File: config.mk
export PLATFORM = sky130hd
export DESIGN_NAME = alu_muldiv_seq_flat
export DESIGN_NICKNAME = d
export VERILOG_FILES = /design/src/rtl/alu_muldiv_seq_pkg.sv /design/src/rtl/alu_muldiv_seq_if.sv /design/src/rtl/alu_muldiv_step.sv /design/src/rtl/alu_muldiv_seq.sv /design/src/flat_wrapper.sv
export SDC_FILE = /design/constraint.sdc
export NUM_CORES = 1
export LEC_CHECK = 0
export BUFFER_PORTS_ARGS = -buffer_cell sky130_fd_sc_hd__buf_2
export CAP_MARGIN = 40
export CORE_MARGIN = 2
export CORE_UTILIZATION = 45
export DETAILED_ROUTE_END_ITERATION = 6
export HOLD_SLACK_MARGIN = 0.06
export PLACE_DENSITY = 0.76
export SLEW_MARGIN = 20
export SYNTH_ARGS = -nofsm -noshare
export SYNTH_HDL_FRONTEND = slang
export SYNTH_SLANG_ARGS = --single-unit
File: constraint.sdc
create_clock -name clk -period 7.6 [get_ports clk]
set_clock_uncertainty 0.2 [all_clocks]
set_input_delay 1.14 -clock clk [delete_from_list [all_inputs] [get_ports clk]]
set_output_delay 1.14 -clock clk [all_outputs]
set_load 0.05 [all_outputs]
File: src/rtl/alu_muldiv_seq_pkg.sv
// Shared encodings for the MULTU/DIVU sequencer: FSM states, md_op codes and the
// ALU opsel values it borrows (these mirror the core-wide ALU ARITHM add/sub codes).
package alu_muldiv_seq_pkg;

   localparam int ALU_OPSEL_WIDTH = 6;

   localparam logic [ALU_OPSEL_WIDTH-1:0] ALU_ARITHM_ADD = 6'b100000;
   localparam logic [ALU_OPSEL_WIDTH-1:0] ALU_ARITHM_SUB = 6'b100010;

   typedef enum logic [1:0] {
      ST_IDLE = 2'b00,
      ST_MUL  = 2'b01,
      ST_DIV  = 2'b10,
      ST_DONE = 2'b11
   } md_state_e;

   localparam logic MD_MULTU = 1'b0;
   localparam logic MD_DIVU  = 1'b1;

endpackage

File: src/rtl/alu_muldiv_seq_if.sv
// EX-stage bundle around the shared ALU: pipeline operands, MULTU/DIVU request,
// ALU connection and HI/LO status. slave = sequencer, master = pipeline/ALU side.
interface alu_muldiv_seq_if #(
   parameter int WIDTH   = 32,
   parameter int OPSEL_W = 6
);
   logic [WIDTH-1:0]   ex_op_a;
   logic [WIDTH-1:0]   ex_op_b;
   logic [OPSEL_W-1:0] ex_opsel;
   logic               md_start;
   logic               md_op;
   logic [WIDTH-1:0]   md_a;
   logic [WIDTH-1:0]   md_b;
   logic [WIDTH-1:0]   alu_op_a;
   logic [WIDTH-1:0]   alu_op_b;
   logic [OPSEL_W-1:0] alu_opsel;
   logic [WIDTH-1:0]   alu_result;
   logic               alu_cf;
   logic               stall;
   logic               busy;
   logic               done;
   logic [WIDTH-1:0]   hi;
   logic [WIDTH-1:0]   lo;
   logic               div_zero;

   modport slave (
      input  ex_op_a, ex_op_b, ex_opsel, md_start, md_op, md_a, md_b,
      input  alu_result, alu_cf,
      output alu_op_a, alu_op_b, alu_opsel,
      output stall, busy, done, hi, lo, div_zero
   );

   modport master (
      output ex_op_a, ex_op_b, ex_opsel, md_start, md_op, md_a, md_b,
      output alu_result, alu_cf,
      input  alu_op_a, alu_op_b, alu_opsel,
      input  stall, busy, done, hi, lo, div_zero
   );
endinterface

File: src/rtl/alu_muldiv_step.sv
// One shift-add (MULTU) or restoring shift-subtract (DIVU) iteration; combinational.
// No flow control: the sequencer applies the result every cycle it owns the ALU.
module alu_muldiv_step
   import alu_muldiv_seq_pkg::*;
#(
   parameter int WIDTH = 32
) (
   input  logic             mode,
   input  logic [WIDTH-1:0] hi,
   input  logic [WIDTH-1:0] lo,
   input  logic [WIDTH-1:0] alu_result,
   input  logic             alu_cf,
   output logic [WIDTH-1:0] op_a,
   output logic [WIDTH-1:0] hi_nxt,
   output logic [WIDTH-1:0] lo_nxt
);

   always_comb begin
      op_a   = hi;
      hi_nxt = hi;
      lo_nxt = lo;
      if (mode == MD_DIVU) begin
         // Partial remainder is {hi,lo} << 1; a bit shifted out of hi means it already exceeds the divisor.
         op_a = {hi[WIDTH-2:0], lo[WIDTH-1]};
         if (hi[WIDTH-1] || alu_cf) begin
            hi_nxt = alu_result;
            lo_nxt = {lo[WIDTH-2:0], 1'b1};
         end else begin
            hi_nxt = {hi[WIDTH-2:0], lo[WIDTH-1]};
            lo_nxt = {lo[WIDTH-2:0], 1'b0};
         end
      end else if (lo[0]) begin
         hi_nxt = {alu_cf, alu_result[WIDTH-1:1]};
         lo_nxt = {alu_result[0], lo[WIDTH-1:1]};
      end else begin
         hi_nxt = {1'b0, hi[WIDTH-1:1]};
         lo_nxt = {hi[0], lo[WIDTH-1:1]};
      end
   end

endmodule

File: src/rtl/alu_muldiv_seq.sv
// Shares the EX ALU between the pipeline and iterative MULTU/DIVU; WIDTH+1 cycles of stall, div-by-zero finishes in 1.
// Backpressure: stall freezes IF/ID/EX from start acceptance until the DONE cycle.
module alu_muldiv_seq
   import alu_muldiv_seq_pkg::*;
#(
   parameter int WIDTH   = 32,
   parameter int OPSEL_W = ALU_OPSEL_WIDTH
) (
   input  logic               clk,
   input  logic               rst_n,
   alu_muldiv_seq_if.slave    bus
);

   localparam int CNT_W = $clog2(WIDTH) + 1;

   md_state_e        state;
   logic [WIDTH-1:0] hi_q;
   logic [WIDTH-1:0] lo_q;
   logic [WIDTH-1:0] b_reg;
   logic [CNT_W-1:0] counter;
   logic             div_zero_q;
   logic             done_q;

   logic             seq_owns;
   logic             step_mode;
   logic [WIDTH-1:0] step_op_a;
   logic [WIDTH-1:0] hi_nxt;
   logic [WIDTH-1:0] lo_nxt;

   assign seq_owns  = (state == ST_MUL) || (state == ST_DIV);
   assign step_mode = (state == ST_DIV) ? MD_DIVU : MD_MULTU;

   alu_muldiv_step #(.WIDTH(WIDTH)) u_step (
      .mode       (step_mode),
      .hi         (hi_q),
      .lo         (lo_q),
      .alu_result (bus.alu_result),
      .alu_cf     (bus.alu_cf),
      .op_a       (step_op_a),
      .hi_nxt     (hi_nxt),
      .lo_nxt     (lo_nxt)
   );

   always_comb begin
      bus.alu_op_a  = bus.ex_op_a;
      bus.alu_op_b  = bus.ex_op_b;
      bus.alu_opsel = bus.ex_opsel;
      if (seq_owns) begin
         bus.alu_op_a  = step_op_a;
         bus.alu_op_b  = b_reg;
         bus.alu_opsel = (state == ST_DIV) ? OPSEL_W'(ALU_ARITHM_SUB) : OPSEL_W'(ALU_ARITHM_ADD);
      end
   end

   assign bus.stall    = seq_owns || ((state == ST_IDLE) && bus.md_start);
   assign bus.busy     = seq_owns;
   assign bus.done     = done_q;
   assign bus.hi       = hi_q;
   assign bus.lo       = lo_q;
   assign bus.div_zero = div_zero_q;

   always_ff @(posedge clk or negedge rst_n) begin
      if (!rst_n) begin
         state      <= ST_IDLE;
         hi_q       <= '0;
         lo_q       <= '0;
         b_reg      <= '0;
         counter    <= '0;
         div_zero_q <= 1'b0;
         done_q     <= 1'b0;
      end else begin
         done_q <= 1'b0;
         case (state)
            ST_IDLE: begin
               if (bus.md_start) begin
                  if ((bus.md_op == MD_DIVU) && (bus.md_b == '0)) begin
                     hi_q       <= bus.md_a;
                     lo_q       <= '1;
                     div_zero_q <= 1'b1;
                     done_q     <= 1'b1;
                     state      <= ST_DONE;
                  end else begin
                     b_reg      <= bus.md_b;
                     counter    <= CNT_W'(WIDTH);
                     hi_q       <= '0;
                     lo_q       <= bus.md_a;
                     div_zero_q <= 1'b0;
                     state      <= (bus.md_op == MD_DIVU) ? ST_DIV : ST_MUL;
                  end
               end
            end
            ST_MUL, ST_DIV: begin
               hi_q    <= hi_nxt;
               lo_q    <= lo_nxt;
               counter <= counter - CNT_W'(1);
               if (counter == CNT_W'(1)) begin
                  done_q <= 1'b1;
                  state  <= ST_DONE;
               end
            end
            ST_DONE: state <= ST_IDLE;
            default: state <= ST_IDLE;
         endcase
      end
   end

endmodule

File: src/flat_wrapper.sv
// flat-port wrapper written by rule: the top's interface ports become plain ports
module alu_muldiv_seq_flat import alu_muldiv_seq_pkg::*;
#(
   parameter int WIDTH   = 32,
   parameter int OPSEL_W = ALU_OPSEL_WIDTH
)
  (clk, rst_n, bus_ex_op_a, bus_ex_op_b, bus_ex_opsel, bus_md_start, bus_md_op, bus_md_a, bus_md_b, bus_alu_result, bus_alu_cf, bus_alu_op_a, bus_alu_op_b, bus_alu_opsel, bus_stall, bus_busy, bus_done, bus_hi, bus_lo, bus_div_zero);
  alu_muldiv_seq_if #(.WIDTH(WIDTH), .OPSEL_W(OPSEL_W)) bus_i ();
  input  logic clk;
  input  logic rst_n;
  input wire logic [$bits(bus_i.ex_op_a)-1:0] bus_ex_op_a;
  input wire logic [$bits(bus_i.ex_op_b)-1:0] bus_ex_op_b;
  input wire logic [$bits(bus_i.ex_opsel)-1:0] bus_ex_opsel;
  input wire logic [$bits(bus_i.md_start)-1:0] bus_md_start;
  input wire logic [$bits(bus_i.md_op)-1:0] bus_md_op;
  input wire logic [$bits(bus_i.md_a)-1:0] bus_md_a;
  input wire logic [$bits(bus_i.md_b)-1:0] bus_md_b;
  input wire logic [$bits(bus_i.alu_result)-1:0] bus_alu_result;
  input wire logic [$bits(bus_i.alu_cf)-1:0] bus_alu_cf;
  output wire logic [$bits(bus_i.alu_op_a)-1:0] bus_alu_op_a;
  output wire logic [$bits(bus_i.alu_op_b)-1:0] bus_alu_op_b;
  output wire logic [$bits(bus_i.alu_opsel)-1:0] bus_alu_opsel;
  output wire logic [$bits(bus_i.stall)-1:0] bus_stall;
  output wire logic [$bits(bus_i.busy)-1:0] bus_busy;
  output wire logic [$bits(bus_i.done)-1:0] bus_done;
  output wire logic [$bits(bus_i.hi)-1:0] bus_hi;
  output wire logic [$bits(bus_i.lo)-1:0] bus_lo;
  output wire logic [$bits(bus_i.div_zero)-1:0] bus_div_zero;
  assign bus_i.ex_op_a = bus_ex_op_a;
  assign bus_i.ex_op_b = bus_ex_op_b;
  assign bus_i.ex_opsel = bus_ex_opsel;
  assign bus_i.md_start = bus_md_start;
  assign bus_i.md_op = bus_md_op;
  assign bus_i.md_a = bus_md_a;
  assign bus_i.md_b = bus_md_b;
  assign bus_i.alu_result = bus_alu_result;
  assign bus_i.alu_cf = bus_alu_cf;
  assign bus_alu_op_a = bus_i.alu_op_a;
  assign bus_alu_op_b = bus_i.alu_op_b;
  assign bus_alu_opsel = bus_i.alu_opsel;
  assign bus_stall = bus_i.stall;
  assign bus_busy = bus_i.busy;
  assign bus_done = bus_i.done;
  assign bus_hi = bus_i.hi;
  assign bus_lo = bus_i.lo;
  assign bus_div_zero = bus_i.div_zero;
  alu_muldiv_seq #(.WIDTH(WIDTH), .OPSEL_W(OPSEL_W)) u_core (.clk(clk), .rst_n(rst_n), .bus(bus_i));
endmodule
==> out/results.tsv <==
metric	value	unit
outcome	complete, no violations	
cpLargestDelayFamily	buffers and inverters	
syn-num-nets	953	
wl_per_cell	17.7	µm
clockRootBuffer	clkbuf_16	
final_nets	1221	
layout-drive-gt1-share	40.3	%
wl	22300	µm
r2r_slack	4.87	ns
crit_fanout	46	
synth.top_cell.area_share	37.3	%
final.setup.worst_slack	3.48	ns
cts_tree	yes	
h-tree-depth	3	
min_from	u_core.b_reg[6]	
syn_area	0.00711	mm²
vias	7063	
cp.required	6.26	ns
drc	0	
setup-violations-final	0	
synth.distinct_cells	42	
cts_buffers	9	
fmax	243	MHz
cp-start-kind	flip-flop	
holdPathStages	1	
drtAntennaViolNets	0	
die_w	130	µm
ys_seq_area_share	37.3	%
crit_path_end_kind	output port	
finalCriticalPeriod	4.12	ns
critical_path_arrival	2.78	ns
fin_crit_sh	54.2	%
synthCells	776	
grt_usage	25.7	%
start_util	46.4	%
ys_dominant_reg_cell	dfrtp_1	
die_area	0.0168	mm²
cts_hold_buf	0	
ios	309	
reg2regPathDepth	7	
worstReg2RegStart	u_core.state[0]	
rsz0062_at_grt	false	
pre_cts_ws	3.85	ns
synth_edf_count	0	
rows	45	
min_to	u_core.b_reg[6]	
ys_seq_elements	106	
viasPerCell	5.59	
hold_path.class	reg -> reg	
cts.path.max_buffers	2	
dr.pass1.iters	5	
cts_resized	0	
fp.dieH	130	µm
crit_buf_inv	3	
rr_endpoint	u_core.bus.hi[16]	
drt_iter0_markers	474	
fillers	1381	
worst_slew_pin_slew	0.666	ns
yosys_warnings	0	
gr-total-overflow	0	
synth_largest_area_cell	dfrtp_1	
grt_max_degree	90	
syn-mean-instance-area	9.16	µm²
post_cts_buffers	0	
dp_hpwl	16200	µm
coreArea	0.0153	mm²
crit_type	reg -> out	
worstPathCellList	inv_1 > ha_4 > buf_4 > nand2_1 > o21ai_0 > buf_2	
cp_slowest_cell	buf_4	
maxCapViolations	0	
slew_headroom	55.2	%
path_clk_slew	0.07	ns
hold_violations	0	
grt_pass1_wl	33600	µm
utilization	60.2	%
clock_latency	0.35	ns
ys_top_cells_by_area	dfrtp_1 37%, mux2_2 11%, mux2i_1 10%, a21oi_1 5.3%, mux2_1 4.6%	
grt_pass1_vias	6375	
drv_slew	0	
place_congestion	0.879	
max_stage_delay	0.56	ns
area_growth	29.7	%
antenna_found_initial	4	
cts.sinks	106	
port_buffers	308	
synth-async-reset-ratio	100	%
finalSetupTns	0	ns
==> kinds of logic (layout without fill, tap and decap cells) <==
family	count (synthesis)	count (layout)	share of synthesized area [%]
AO/OA/AOI/OAI	211	211	17.8
AND/OR/NAND/NOR	206	206	13.5
multiplexers	170	170	25.6
flip-flops	106	106	37.3
buffers and inverters	77	350	4.61
adder cells (fa/ha/maj)	6	6	1.06
other	0	4	0
==> cells in the mapped netlist (2+ instances only) <==
cell / number
nand3_1: 27
a31o_2: 3
inv_1: 10
a22oi_1: 24
o21ai_0: 32
mux2i_1: 73
mux2_1: 29
nor2b_1: 28
nor3_1: 3
ha_1: 6
o22ai_1: 41
a22o_1: 2
nor2_1: 51
nand4_1: 5
dfrtp_1: 106
nor4_1: 8
nand2_1: 70
buf_1: 11
nand2b_1: 4
clkbuf_1: 42
a211oi_1: 23
a21oi_1: 75
buf_6: 3
or3_1: 3
mux2_2: 68
buf_2: 9
o21ai_1: 5
==> layout make-up <==
| class | count | area (µm²) | share of cell area (%) |
|---|---|---|---|
| clock inverter | 4 | 72.6 | 0.787 |
| multi-input combinational | 593 | 4190 | 45.4 |
| antenna | 4 | 10.0 | 0.109 |
| tap | 211 | 264 | 2.86 |
| sequential | 106 | 2650 | 28.8 |
| inverter | 10 | 37.5 | 0.407 |
| timing repair buffer | 324 | 1730 | 18.8 |
| clock buffer | 12 | 267 | 2.89 |
==> layer usage <==
layer,global-route usage (%),wire (µm)
met1,33.1,9230
met2,43.5,10800
met3,3.88,1700
met4,9.93,568
met5,0,13
==> worst register-to-register path: cells and delay by family, from the launching register on <==
family / cells / cell delay (ns)
buffers and inverters: 2 / 0.75
adder cells (fa/ha/maj): 1 / 0.42
flip-flops: 1 / 0.40
AND/OR/NAND/NOR: 1 / 0.38
AO/OA/AOI/OAI: 3 / 0.51
==> worst max path at each step <==
stage / end / startpoint / cells past startpoint / slack, ns
floorplan: bus_alu_op_a[10] / u_core.state[0] / 7 / 3.51
global placement: u_core.b_reg[31] / bus_md_b[21] / 7 / 3.85
detailed placement: u_core.b_reg[29] / bus_md_b[29] / 7 / 3.85
CTS: bus_alu_opsel[1] / u_core.state[0] / 6 / 3.49
global route: bus_alu_opsel[1] / u_core.state[0] / 6 / 3.33
finish: bus_alu_opsel[1] / u_core.state[0] / 6 / 3.48
==> stage by stage <==
| stage | cell area, µm² | hold slack, ns | std cells |
|---|---|---|---|
| after floorplan | 7110 | 0.259 | 776 |
| after global placement | 8770 | 0.270 | 1240 |
| after detailed placement | 8820 | 0.277 | 1242 |
| after CTS | 9160 | 0.293 | 1258 |
| after global routing | 9220 | 0.306 | 1263 |
| final | 9220 | 0.297 | 1264 |
==> cells in the final DEF (no fill, tap or decap), types with 2 or more instances in the layout <==
master,n
nor3_1,3
nand3_1,27
a31o_2,3
inv_1,10
nor2b_1,28
nand2_1,70
nor2_1,48
a22oi_1,24
ha_4,2
o22ai_1,41
clkbuf_8,3
mux2_2,68
mux2_1,29
a21oi_1,75
a211oi_1,23
clkbuf_16,9
diode_2,4
nor2_2,2
ha_1,4
o21ai_0,32
mux2i_1,73
or3_1,3
nand4_1,5
buf_4,13
nor4_1,8
buf_16,3
o21ai_1,5
a22o_1,2
buf_2,307
dfrtp_1,105
bufinv_16,2
nand2b_1,3
Power is not shown: default switching activity piles up to over one toggle a cycle in this logic, so the estimate is an artifact.
